<file path="config.mk">
export PLATFORM = sky130hd
export DESIGN_NAME = csi_rx_packet_ctrl
export DESIGN_NICKNAME = d
export VERILOG_FILES = /design/src/rtl/csi_rx_packet_ctrl.sv
export SDC_FILE = /design/constraint.sdc
export NUM_CORES = 1
export LEC_CHECK = 0
export ABC_CLOCK_PERIOD_IN_PS = 2300
export BUFFER_PORTS_ARGS = -buffer_cell sky130_fd_sc_hd__buf_2
export CAP_MARGIN = 40
export CORE_ASPECT_RATIO = 1.4
export CORE_MARGIN = 2
export CORE_UTILIZATION = 52
export DETAILED_ROUTE_END_ITERATION = 12
export GPL_TIMING_DRIVEN = 0
export PLACE_DENSITY = 0.79
export SLEW_MARGIN = 20
export SYNTH_ARGS = -nofsm -noshare
export SYNTH_HDL_FRONTEND = slang
export SYNTH_SLANG_ARGS = --single-unit
</file>
<file path="constraint.sdc">
create_clock -name clock -period 2.3 [get_ports clock]
set_clock_uncertainty 0.05 [all_clocks]
set_input_delay 0.46 -clock clock [delete_from_list [all_inputs] [get_ports clock]]
set_output_delay 0.46 -clock clock [all_outputs]
set_load 0.02 [all_outputs]
</file>
<file path="src/rtl/csi_rx_packet_ctrl.sv">
// CSI-2 RX packet sequencer: decodes headers, generates frame/line sync and gates RAW10 payload
// into the 10-bit unpacker. Optional header ECC check: define CSI_RX_PKT_ECC_CHECK_EN.
module csi_rx_packet_ctrl #(
   parameter logic [7:0]  RAW10_DT = 8'h2B,
   parameter logic [15:0] MAX_WC   = 16'd4000
) (
   input  logic        clock,
   input  logic        reset_n,
   input  logic [31:0] data_in,
   input  logic        din_valid,
   output logic [31:0] pix_word,
   output logic        pix_valid,
   output logic        unpack_enable,
   output logic        frame_start,
   output logic        frame_end,
   output logic        line_start,
   output logic        line_end,
   output logic        frame_active,
   output logic [1:0]  vc,
   output logic        pkt_error
);

   typedef enum logic [1:0] {StIdle, StPayload, StWaitEot} state_e;

   state_e      state_q;
   logic [31:0] pix_word_q;
   logic        pix_valid_q, en_q, fs_q, fe_q, ls_q, le_q, active_q, err_q, first_q;
   logic [1:0]  vc_q;
   logic [13:0] rem_q;
   logic [2:0]  drain_q;

   logic [5:0]  hdr_dt;
   logic [1:0]  hdr_vc;
   logic [15:0] hdr_wc;
   logic        is_short, is_raw10, wc_ok, ecc_ok;

   assign hdr_dt   = data_in[5:0];
   assign hdr_vc   = data_in[7:6];
   assign hdr_wc   = data_in[23:8];
   assign is_short = (hdr_dt < 6'h10);
   assign is_raw10 = ({2'b00, hdr_dt} == RAW10_DT);
   assign wc_ok    = (hdr_wc != 16'd0) && (hdr_wc[1:0] == 2'b00) && (hdr_wc <= MAX_WC);

`ifdef CSI_RX_PKT_ECC_CHECK_EN
   logic [5:0] ecc_calc;
   logic       unused_ecc_hi;
   // Each parity bit covers a fixed subset of the 24 header bits.
   always_comb begin
      ecc_calc[0] = ^(data_in[23:0] & 24'hF12CB7);
      ecc_calc[1] = ^(data_in[23:0] & 24'hF2555B);
      ecc_calc[2] = ^(data_in[23:0] & 24'h749A6D);
      ecc_calc[3] = ^(data_in[23:0] & 24'hB8E38E);
      ecc_calc[4] = ^(data_in[23:0] & 24'hDF03F0);
      ecc_calc[5] = ^(data_in[23:0] & 24'hEFFC00);
   end
   assign ecc_ok        = (ecc_calc == data_in[29:24]);
   assign unused_ecc_hi = ^data_in[31:30];
`else
   logic unused_ecc;
   assign ecc_ok     = 1'b1;
   assign unused_ecc = ^data_in[31:24];
`endif

   always_ff @(posedge clock or negedge reset_n) begin
      if (!reset_n) begin
         state_q     <= StIdle;
         pix_word_q  <= 32'd0;
         pix_valid_q <= 1'b0;
         en_q        <= 1'b0;
         fs_q        <= 1'b0;
         fe_q        <= 1'b0;
         ls_q        <= 1'b0;
         le_q        <= 1'b0;
         active_q    <= 1'b0;
         err_q       <= 1'b0;
         first_q     <= 1'b0;
         vc_q        <= 2'b00;
         rem_q       <= 14'd0;
         drain_q     <= 3'd0;
      end else begin
         pix_valid_q <= 1'b0;
         fs_q        <= 1'b0;
         fe_q        <= 1'b0;
         ls_q        <= 1'b0;
         le_q        <= 1'b0;
         err_q       <= 1'b0;
         // Hold the unpacker enabled while its pipeline drains after the last word.
         if (drain_q != 3'd0) begin
            drain_q <= drain_q - 3'd1;
            if (drain_q == 3'd1) en_q <= 1'b0;
         end
         unique case (state_q)
            StIdle: begin
               if (din_valid) begin
                  state_q <= StWaitEot;
                  if (!ecc_ok) begin
                     err_q <= 1'b1;
                  end else begin
                     vc_q <= hdr_vc;
                     if (is_short) begin
                        if (hdr_dt == 6'h00) begin
                           fs_q     <= 1'b1;
                           err_q    <= active_q;
                           active_q <= 1'b1;
                        end else if (hdr_dt == 6'h01) begin
                           fe_q     <= active_q;
                           err_q    <= ~active_q;
                           active_q <= 1'b0;
                        end
                     end else if (is_raw10 && wc_ok) begin
                        rem_q   <= hdr_wc[15:2];
                        first_q <= 1'b1;
                        en_q    <= 1'b1;
                        drain_q <= 3'd0;
                        state_q <= StPayload;
                     end else if (is_raw10) begin
                        err_q <= 1'b1;
                     end
                  end
               end
            end
            StPayload: begin
               if (din_valid) begin
                  pix_word_q  <= data_in;
                  pix_valid_q <= 1'b1;
                  ls_q        <= first_q;
                  first_q     <= 1'b0;
                  rem_q       <= rem_q - 14'd1;
                  if (rem_q == 14'd1) begin
                     le_q    <= 1'b1;
                     drain_q <= 3'd4;
                     state_q <= StWaitEot;
                  end
               end else begin
                  // Burst ended early: the last forwarded word was one clock ago.
                  err_q   <= 1'b1;
                  drain_q <= 3'd3;
                  first_q <= 1'b0;
                  state_q <= StIdle;
               end
            end
            StWaitEot: begin
               if (!din_valid) state_q <= StIdle;
            end
            default: state_q <= StIdle;
         endcase
      end
   end

   assign pix_word      = pix_word_q;
   assign pix_valid     = pix_valid_q;
   assign unpack_enable = en_q;
   assign frame_start   = fs_q;
   assign frame_end     = fe_q;
   assign line_start    = ls_q;
   assign line_end      = le_q;
   assign frame_active  = active_q;
   assign vc            = vc_q;
   assign pkt_error     = err_q;

endmodule

</file>
**After elaboration in Yosys (flattened, before gate mapping)**

Cells that the tools add are included.

- $lt $le $gt $ge: 2
- Add/subtract/negate cells: 2
- Muxes and demuxes: 55
- Reductions and logical operators: 16
- Equality and inequality tests: 12
- Bitwise gates (word level): 1

Operators with widths:

| operator | number |
|---|---|
| 2-to-1 mux 14 bit | 4 |
| 2-to-1 mux 1 bit | 34 |
| case mux 14 bit (2 select lines) | 1 |
| 2-to-1 mux 3 bit | 6 |
| <= comparator 16 x 12 -> 1 bit, second input constant | 1 |
| nonzero test 16 bit | 1 |
| equality test 14 x 1 -> 1 bit, second input constant | 1 |
| subtractor 14 x 1 -> 14 bit, second input constant | 1 |
| 2-to-1 mux 2 bit | 6 |
| inequality test 2 bit, second input constant | 5 |
| AND reduction 4 bit | 2 |
| equality test 6 x 1 -> 1 bit, second input constant | 1 |
| equality test 6 bit, second input constant | 1 |
| zero test 6 bit | 1 |
| less-than comparator 6 x 5 -> 1 bit, second input constant | 1 |
| case mux 2 bit (3 select lines) | 1 |
| case mux 3 bit (2 select lines) | 1 |
| AND reduction 5 bit | 1 |
| zero test 2 bit | 2 |
| case mux 1 bit (2 select lines) | 2 |
| AND reduction 2 bit | 2 |
| nonzero test 2 bit | 2 |
| equality test 3 x 1 -> 1 bit, second input constant | 1 |
| logical AND 1 bit | 3 |
| 7 further kinds | 7 |

- Output and inout bits: 42
- Register bits: 62

**Logic depth before layout (Yosys ltp)**

- Depth in word-level cells: 8
- Depth in mapped cells: 7
- Mapped depth without buffers: 7

**Least setup slack after synthesis**

OpenSTA, ideal clock, no wires.

- Kind: input-to-reg
- Start point: input data_in[12]
- End point: register rem_q[12]
- Library setup time: 0.125 ns
- Cell stages on the path: 6
- Slack: 0.128 ns
- Data required time: 2.125 ns
- Buffers on the path: 1
- Arrival time: 1.997 ns
- Cells stage by stage: nor4_1 nor3_1 nor4_4 o21a_1 buf_4 mux2_2

- Cells in the longest elaborated chain, start to end: 6

RTL lines:

| item | RTL line | RTL |
|---|---|---|
| start, declared | 9 | `input logic [31:0] data_in,` |
| branches (longest 2 deep; another with <= comparator 16 x 12 -> 1 bit) | - |  |
| logical AND 1 bit (*) | 42 | `assign wc_ok = (hdr_wc != 16'd0) && (hdr_wc[1:0] == 2'b00) && (hdr_wc <= MAX_WC);` |
| logical AND 1 bit (*) | 110 | `end else if (is_raw10 && wc_ok) begin` |
| inequality test 2 bit (no source line) (*) | - |  |
| AND reduction 5 bit (no source line) (*) | - |  |
| end signal, assigned | 111 | `rem_q <= hdr_wc[15:2];` |
| end signal, assigned | 128 | `rem_q <= rem_q - 14'd1;` |
| end, declared | 29 | `logic [13:0] rem_q;` |

Mark *: on every way between the ends.
A chain may end at the register's enable or synchronous reset.

**Worst setup path after layout**

- Start point: register rem_q[6]
- End point: register rem_q[13]

- Cells in the longest elaborated chain, start to end: 3

RTL lines:

| item | RTL line | RTL |
|---|---|---|
| subtractor 14 x 1 -> 14 bit | 128 |  |
| 2-to-1 mux 14 bit | 123 | `if (din_valid) begin` |
| case mux 14 bit (2 select lines) | 92 | `unique case (state_q)` |

Every way passes these cells. The select of a mux whose other input is x is not followed.

==> run metrics <==
Syn Nets=358; RSZ-0062 raised after global routing=false; Cell Pwr Density=654 nW/µm²; P&R area growth vs syn=23.9%; post-synthesis async set-or-reset flop share=100%; Tot Pwr=2.35 mW; DRC Markers=0; Post-synth EDFFs=0; Worst Slack Setup Final=0.168 ns; sequential fraction of design power=49.2%; Finished Core Util=65.9%; Root Buffer=clkbuf_8; status=finished clean; worst-margin pin slew=0.833 ns; RePlAce Congestion=0.822; IO Pins=77; minimum clock period=2.13 ns; fin crit share=92.7%; hold crit path type=input pin to flip-flop; top-count cell post-synth=nand2_1; leakage=between 1.5 and 2 nW; Via-to-Cell Ratio=5.35; Rows=32; Relative slew margins=44.0%; Fillers=474; GRT Overall Usage=24.7%; number of CTS-inserted buffers=9; Synth Cell Area=2900 µm²; latest clock arrival within the worst-skew pair=0.35 ns; post-synth cell types=39; fin. max-slew vios=0; top cells by area, synth=dfrtp_1 (54%), nand2_1 (16%), mux2_2 (3.9%); Max-cap violations=0; post-CTS setup buffer count=0; CP endpoint kind=flip-flop; core footprint=5450 µm²; NumNets Final=between 400 and 500; final hold violation count=0; Vias=2567; XOR/XNOR share of the synthesized area=3.02%; multiplexer area fraction after synthesis=4.23%; Post-Place Setup Slack=-0.349 ns; die height=slightly above 90 µm; first-pass GRT wire length=~11000 µm; Seq cells post-synth=62; ant diodes=0; largest family of logic cells by synthesized area=simple AND/OR/NAND/NOR gates; Combinational Power Share=between 10% and 20%; critical path class=flip-flop to flip-flop; sequential share of the synthesized area=approximately 54%; grt ovf=0; Port Buffers=76; initial DRC count=225; Net Switching=0.612 mW; clock slew at reported path FFs=0.07 ns; post-synth top area cell=dfrtp_1; Worst EP arrival=2.35 ns; drt wl/cell=between 10 and 15 µm; Yosys warning count=0; Peak Freq=0.469 GHz; Clk network pwr share=38.1%; initial antenna violation count=0; ys flop type=dfrtp_1; Required @ worst endpoint=2.52 ns; internal power=approximately 1.7 mW; clock tree buffer depth=2; initial core utilization=53.2%; sw frac=26.0%; Routed Antenna Nets=0; mean cell area of the mapped netlist=about 9.1 µm²; Yosys top cell area share=53.5%; setup violators final=0; share of layout cells above drive strength 1=26.2%; top post-synthesis cells by count=nand2_1 (124), dfrtp_1 (62), nor2_1 (16), o21ai_0 (12), mux2_2 (10); r2r setup slk=0.17 ns; 1st-pass router iterations=4; Synth Area in Simple Gates=a little over a quarter; H-tree levels=3; TritonCTS clock tree=yes; area fraction in compound gates after synthesis=6.95%; VDD IR max=about 0.44 mV; DP Wirelength=4970 µm; critical path peak fanout=5; WL final=6900 µm; vias in the first global route=2498; die area=6190 µm²; largest net degree at the start of global routing=63; Die Wd=67.1 µm; # clock sinks=a little over 60; Post-Synth Adder-Cell Area=2.16%; cell count after synthesis=318; Startpoint Class=flip-flop
-- what timing repair did --
item	CTS	global route
hold buffers	0	1
resized for setup	0	1
setup endpoints to repair	0	4
endpoints found under the hold margin	0	1
-- routing by layer --
layer  share of wire [%]  vias up  wire length (µm)  GRT usage (%)
li1                    -     1229                 -              -
met1                  40     1237              2750           29.4
met4                 2.6        0               179           12.2
met3                 5.1       15               353           5.59
met5                   0        -                 0              0
met2                  52       86              3620           41.2
-- cell families after synthesis --
| logic type | count (synthesis) |
|---|---|
| buf+inv | 20 |
| flops | 62 |
| compound gates | 33 |
| simple gates | 177 |
| mux | 11 |
| xor+xnor | 10 |
| fa+ha+maj | 5 |
-- critical path: stages, from the launching register on --
cell,delay [ns]
dfrtp_1,0.42
or4_4,0.58
or4_4,0.48
o41ai_1,0.38
o2bb2ai_1,0.15
-- sequential cells by signal, summed over array words and instances, names as in the netlist, 2 cells and up --
| register | flops |
|---|---|
| vc | 2 |
| pix_word | 32 |
| drain_q | 3 |
| rem_q | 14 |
| state_q | 2 |
-- cell usage in the layout (no fill, tap or decap), types with 3 or more instances in the layout --
cell type	Yosys	layout
buf_1	3	3
a31oi_1	3	3
nand2_1	124	124
xnor2_1	5	5
buf_2	0	75
nor2_1	16	16
and3_1	3	3
inv_1	8	8
nand3_1	3	3
ha_1	5	5
clkbuf_1	7	8
a21oi_1	6	6
nor4_1	5	5
nor3_1	5	5
o22ai_1	3	3
nand4b_1	3	3
xor2_1	5	5
mux2_2	10	10
nand2b_1	3	3
dfrtp_1	62	62
o2bb2ai_1	3	3
clkbuf_8	0	12
o21ai_0	12	12
-- final cells by class --
type / count / area [µm²] / area share, %
Inverter: 9 / 33.8 / 0.941
Clock buffer: 13 / 169 / 4.70
Buffer: 11 / 45.0 / 1.25
Tap cell: 68 / 85.1 / 2.37
Timing Repair Buffer: 78 / 420 / 11.7
Clock inverter: 3 / 17.5 / 0.488
Sequential cell: 62 / 1550 / 43.2
Multi-Input combinational cell: 236 / 1270 / 35.3
-- path summary, 6_finish.rpt --
check | cells past startpoint | endpoint | from
setup / recovery | 4 | rem_q[13] | rem_q[6]
hold / removal | 3 | pix_word[26] | data_in[26]
setup reg to reg | 4 | rem_q[13] | rem_q[6]
hold reg to reg | 2 | pix_word[4] | pix_word[4]
max in group asynchronous | 3 | pix_word[19] | reset_n
min in group asynchronous | 2 | rem_q[1] | reset_n
-- metrics by stage --
stage / setup TNS (ns) / hold WS (ns) / std cells / area [µm²]
final: 0 / 0.249 / 480 / 3590
after detailed placement: -2.47 / 0.407 / 462 / 3370
after floorplan: 0 / 0.114 / 318 / 2900
after CTS: 0 / 0.160 / 478 / 3550
after global placement: -2.06 / 0.403 / 462 / 3360
after global routing: 0 / 0.255 / 480 / 3590
-- power groups by stage --
stage	sequential, mW	combinational [mW]	clock [mW]
5_1_grt	1.16	0.352	0.950
3_3_place_gp	1.18	0.277	0
2_1_floorplan	1.18	0.175	0
4_1_cts	1.16	0.295	0.907
3_5_place_dp	1.18	0.293	0
6_report	1.16	0.297	0.895
Power figures use the tool's default switching activity.
